File: src/rtl/pipe_stage_skid.sv
// Pipeline stage register with valid/ready handshake, optional 2-entry skid
// buffer, flush/squash support and a saturating count of flushed entries.
//
// Ports:
//   clk_i        clock, all state updates on the rising edge
//   clr_i        synchronous active-high reset
//   flush_i      squash held entries and any same-cycle accepted input
//   in_valid_i   upstream payload valid
//   in_ready_o   stage can accept this cycle
//   in_data_i    upstream payload
//   out_valid_o  out_data_o is valid
//   out_ready_i  downstream accepts this cycle
//   out_data_o   payload at head of stage
//   level_o      occupancy 0..2 (at most 1 when SKID=0)
//   drop_cnt_o   saturating count of entries discarded by flush
module pipe_stage_skid #(
  parameter int unsigned DATA_W  = 32,
  parameter int unsigned SKID    = 1,
  parameter int unsigned CLR_DAT = 1,
  parameter int unsigned CNT_W   = 8
) (
  input  logic              clk_i,
  input  logic              clr_i,
  input  logic              flush_i,
  input  logic              in_valid_i,
  output logic              in_ready_o,
  input  logic [DATA_W-1:0] in_data_i,
  output logic              out_valid_o,
  input  logic              out_ready_i,
  output logic [DATA_W-1:0] out_data_o,
  output logic [1:0]        level_o,
  output logic [CNT_W-1:0]  drop_cnt_o
);

  typedef enum logic [1:0] {
    ST_EMPTY = 2'd0,
    ST_ONE   = 2'd1,
    ST_TWO   = 2'd2
  } state_e;

  // Two guard bits so level + acc on top of a saturated count cannot wrap.
  localparam int unsigned SUM_W = CNT_W + 2;
  localparam logic [SUM_W-1:0] CNT_MAX = SUM_W'({CNT_W{1'b1}});

  state_e              state_q, state_d;
  logic [DATA_W-1:0]   main_q, main_d;
  logic [DATA_W-1:0]   skid_q, skid_d;
  logic [CNT_W-1:0]    drop_q, drop_d;
  logic [SUM_W-1:0]    drop_sum;
  logic                acc, con;

  // Outputs derived directly from state registers.
  always_comb begin
    out_data_o  = main_q;
    out_valid_o = (state_q != ST_EMPTY);
    drop_cnt_o  = drop_q;
    case (state_q)
      ST_ONE:  level_o = 2'd1;
      ST_TWO:  level_o = 2'd2;
      default: level_o = 2'd0;
    endcase
  end

  // With the skid the ready path is cut from out_ready; without it the
  // single entry can be refilled in the cycle it drains.
  always_comb begin
    if (SKID != 0) in_ready_o = (state_q != ST_TWO) & ~clr_i;
    else           in_ready_o = (~out_valid_o | out_ready_i) & ~clr_i;
  end

  assign acc = in_valid_i & in_ready_o;
  assign con = out_valid_o & out_ready_i;

  // Next-state, payload and drop-counter logic.
  always_comb begin
    state_d  = state_q;
    main_d   = main_q;
    skid_d   = skid_q;
    drop_d   = drop_q;
    // con implies level >= 1, so level - con never underflows.
    drop_sum = SUM_W'(drop_q) + SUM_W'(level_o) - SUM_W'(con) + SUM_W'(acc);

    if (flush_i) begin
      state_d = ST_EMPTY;
      if (CLR_DAT != 0) begin
        main_d = '0;
        skid_d = '0;
      end
      drop_d = (drop_sum > CNT_MAX) ? {CNT_W{1'b1}} : drop_sum[CNT_W-1:0];
    end else begin
      case (state_q)
        ST_EMPTY: begin
          if (acc) begin
            state_d = ST_ONE;
            main_d  = in_data_i;
          end
        end
        ST_ONE: begin
          if (acc && con) begin
            main_d = in_data_i;
          end else if (acc && (SKID != 0)) begin
            state_d = ST_TWO;
            skid_d  = in_data_i;
          end else if (con) begin
            state_d = ST_EMPTY;
          end
        end
        ST_TWO: begin
          if (con) begin
            state_d = ST_ONE;
            main_d  = skid_q;
          end
        end
        default: state_d = ST_EMPTY;
      endcase
    end
  end

  // State registers; clr_i overrides everything.
  always_ff @(posedge clk_i) begin
    if (clr_i) begin
      state_q <= ST_EMPTY;
      drop_q  <= '0;
      if (CLR_DAT != 0) begin
        main_q <= '0;
        skid_q <= '0;
      end else begin
        main_q <= main_q;
        skid_q <= skid_q;
      end
    end else begin
      state_q <= state_d;
      drop_q  <= drop_d;
      main_q  <= main_d;
      skid_q  <= skid_d;
    end
  end

endmodule
File: config.mk
export PLATFORM = sky130hd
export DESIGN_NAME = pipe_stage_skid
export DESIGN_NICKNAME = d
export VERILOG_FILES = /design/src/rtl/pipe_stage_skid.sv
export SDC_FILE = /design/constraint.sdc
export NUM_CORES = 1
export LEC_CHECK = 0
export BUFFER_PORTS_ARGS = -buffer_cell sky130_fd_sc_hd__buf_4
export CELL_PAD_IN_SITES_DETAIL_PLACEMENT = 0
export CELL_PAD_IN_SITES_GLOBAL_PLACEMENT = 2
export CORE_ASPECT_RATIO = 1.25
export CORE_MARGIN = 2
export CORE_UTILIZATION = 32
export CTS_BUF_LIST = sky130_fd_sc_hd__clkbuf_4
export DETAILED_ROUTE_END_ITERATION = 10
export MAX_ROUTING_LAYER = met4
export PLACE_DENSITY_LB_ADDON = 0.3
export SYNTH_ARGS = -nofsm -noshare
export SYNTH_HDL_FRONTEND = slang
export SYNTH_SLANG_ARGS = --single-unit
File: constraint.sdc
create_clock -name clk_i -period 3.7 [get_ports clk_i]
set_input_delay 0.185 -clock clk_i [delete_from_list [all_inputs] [get_ports clk_i]]
set_output_delay 0.185 -clock clk_i [all_outputs]
set_load 0.01 [all_outputs]
==> flow_metrics.env <==
export IMPL_pre_cts_slack_ns=0.6781
export IMPL_vdd_ir_drop_max_mv=0.2346
export IMPL_rsz0062_at_grt="false"
export IMPL_hold_buffers=25
export IMPL_grt_ovfl_total=0
export IMPL_drtAntennaViolNets=0
export IMPL_wl_per_cell_um=13.65
export IMPL_place_congestion=0.8093
export IMPL_outcome="finished clean"
export IMPL_setup_tns_final_ns=0
export IMPL_slew_viol_final=0
export IMPL_slew_headroom_pct=45.07
export IMPL_dp_hpwl_um=5873
export IMPL_rows=42
export IMPL_drc=0
export IMPL_yosysTopAreaCell="dfxtp_1"
export IMPL_syn_area_per_cell_um2=8.028
export IMPL_post_cts_resized=0
export IMPL_synth_top_area_share_pct=42.91
export IMPL_synth_seq_cells=74
export IMPL_setup_ws_ns=0.6443
export IMPL_drv_cap=0
export IMPL_first_pass_iters=4
export IMPL_setup_viol=0
export IMPL_grt_first_pass_wirelength_um=14910
export IMPL_fillCellCount=1115
export IMPL_cts_tree="done"
export IMPL_fin_skew_ns=0.01310
export IMPL_die_area_um2=11640
export IMPL_cts_buffer_depth=2
export IMPL_startpoint_type="register"
export IMPL_layout_drive_gt1_share_pct=22.58
export IMPL_antenna_found_initial=0
export IMPL_synth_edff_count=0
export IMPL_worstPathRequired_ns=4.03
export IMPL_synth_top_flop_cell="dfxtp_1"
export IMPL_max_freq_mhz=327.3
export IMPL_hold_viol_final=0
export IMPL_final_area_um2=4573
export IMPL_dp_cells=619
export IMPL_cp_max_fo=7
export IMPL_drt_iter0_markers=143
export IMPL_h_tree_depth=3
export IMPL_worstMarginPinSlew_ns=0.8208
export IMPL_clockRootBuffer="clkbuf_4"
export IMPL_synth_cells=430
export IMPL_postSynth_asyncResetShare_pct=0
export IMPL_fin_cells=659
export IMPL_grt_max_degree=46
export IMPL_n_antenna_cell=0
export IMPL_postRouteWirelength_um=8993
export IMPL_initial_core_util_pct=32.68
export IMPL_ys_seq_area_share_pct=42.91
export IMPL_insertion_delay_ns=0.41
export IMPL_hp_class="input port to register"
export IMPL_period_share_pct=82.59
export IMPL_vias=3206
export IMPL_via_per_inst=4.865
export IMPL_area_growth_pct=32.48
export IMPL_power_density_nw_per_um2=472.9
export IMPL_syn_nets=479
export IMPL_die_x_um=96.90
export IMPL_final_util_pct=43.30
export IMPL_critPathKind="register to register"
export IMPL_io_pins=81
export IMPL_dpl_cell_area_um2=4144
export IMPL_netlist_area_um2=3452
export IMPL_grt_pass1_vias=2976
export IMPL_synth_area_top_cells="dfxtp_1, nand2_1, a311oi_1, a21oi_1, nor2_1"
export IMPL_cts_sinks=74
export IMPL_worst_endpoint_arrival_ns=3.38
export IMPL_end_kind="register"
export IMPL_yosysWarnings=0
export IMPL_p_leak_nw=1.847
export IMPL_layout_min_cycle_time_ns=3.056
export IMPL_dieHeight_um=120.1
export IMPL_track_usage_pct=16.09
export IMPL_core_um2=10560
export IMPL_cts_made_buffers=9
export IMPL_cts_setup_buffers=0
export IMPL_io_buffer_count=80
export IMPL_path_clk_slew_ns=0.11
export IMPL_finalNetCount=572
export IMPL_yosysUniqueCellTypes=48
-- stage by stage --
| stage | power, mW | hold WS (ns) |
|---|---|---|
| 2_1_floorplan | 1.348 | 0.3210 |
| 3_3_place_gp | 1.528 | 0.4415 |
| 3_5_place_dp | 1.530 | 0.4326 |
| 4_1_cts | 2.196 | 0.002638 |
| 5_1_grt | 2.312 | 0.009683 |
| 6_report | 2.162 | 0.02520 |
-- state kept, by name (all words and copies together) (netlist names) --
| register | count |
|---|---|
| drop_cnt_o | 8 |
| skid_q | 32 |
| out_data_o | 32 |
| state_q | 2 |
-- layout make-up --
class,instances,area (um^2),area share [%]
repair buffers,112,915.9,20.03
multi-input cells,307,1760,38.50
inverters,19,71.32,1.560
flip-flops and latches,74,1481,32.39
clock buffers,10,75.07,1.642
clock inverters,5,103.9,2.271
well taps,132,165.2,3.611
-- power by group --
| part | switching, mW | leakage [nW] | internal (mW) | total (mW) |
|---|---|---|---|---|
| clock network | 0.284 | 0.0964 | 0.347 | 0.631 |
| logic | 0.356 | 1.15 | 0.298 | 0.655 |
| registers | 0.0393 | 0.602 | 0.838 | 0.877 |
-- metal layers --
| metal | global-route usage (%) | routed length (um) | vias up |
|---|---|---|---|
| met1 | 21.36 | 4244 | 1465 |
| li1 | - | - | 1658 |
| met4 | 6.162 | 133 | 0 |
| met2 | 24.57 | 4223 | 73 |
| met3 | 2.796 | 391 | 10 |
| met5 | - | 0 | - |
-- path summary, 6_finish.rpt --
check,startpoint,endpoint,slack [ns],cells after the start
worst max-delay path,state_q[0],drop_cnt_o[1],0.64,12
worst min-delay path,in_data_i[17],skid_q[17],0.03,3
worst max register to register,state_q[0],drop_cnt_o[1],0.64,12
worst min register to register,skid_q[31],skid_q[31],0.46,2
-- logic make-up after synthesis --
kind of cell,share of synthesized area [%]
buf+inv,6.307
xor+xnor,1.269
flops,42.91
fa+ha+maj,4.784
compound gates,21.64
simple gates,22.80
mux,0.2900
-- critical path: stages, from the launching register on --
cell and delay (ns):
dfxtp_1 0.39, or2_2 0.32, and2_1 0.16, ha_1 0.26, inv_1 0.06, fa_1 0.17, inv_1 0.05, fa_1 0.39
nor2b_1 0.24, o211ai_1 0.14, a21oi_1 0.16, and4b_1 0.34, a221oi_2 0.27
-- synth_stat cells, types with 2 or more instances --
cell type / number
a21oi_1: 39
a221oi_2: 7
a311oi_1: 33
a31oi_1: 2
buf_1: 2
buf_2: 12
buf_4: 3
clkbuf_1: 12
dfxtp_1: 74
fa_1: 2
ha_1: 10
inv_1: 17
inv_2: 2
nand2_1: 131
nand2b_1: 5
nand3_1: 2
nand4_1: 2
nor2_1: 36
nor2b_1: 2
nor3_1: 2
o21ai_0: 3
or2_2: 2
or3_1: 2
xnor2_1: 3
xor2_1: 2
-- cell usage in the layout, fill, tap and decap left out, drive strengths merged, types with 3 or more instances in the layout --
master       count
xnor2            3
buf             87
dfxtp           74
ha              10
nor2            36
or2              3
a221oi           7
bufinv           3
nand2          131
nand2b           5
a311oi          33
clkbuf          10
a21oi           40
dlygate4sd3     25
o21ai            5
inv             19
No activity file was read; power rests on OpenSTA's default activity.
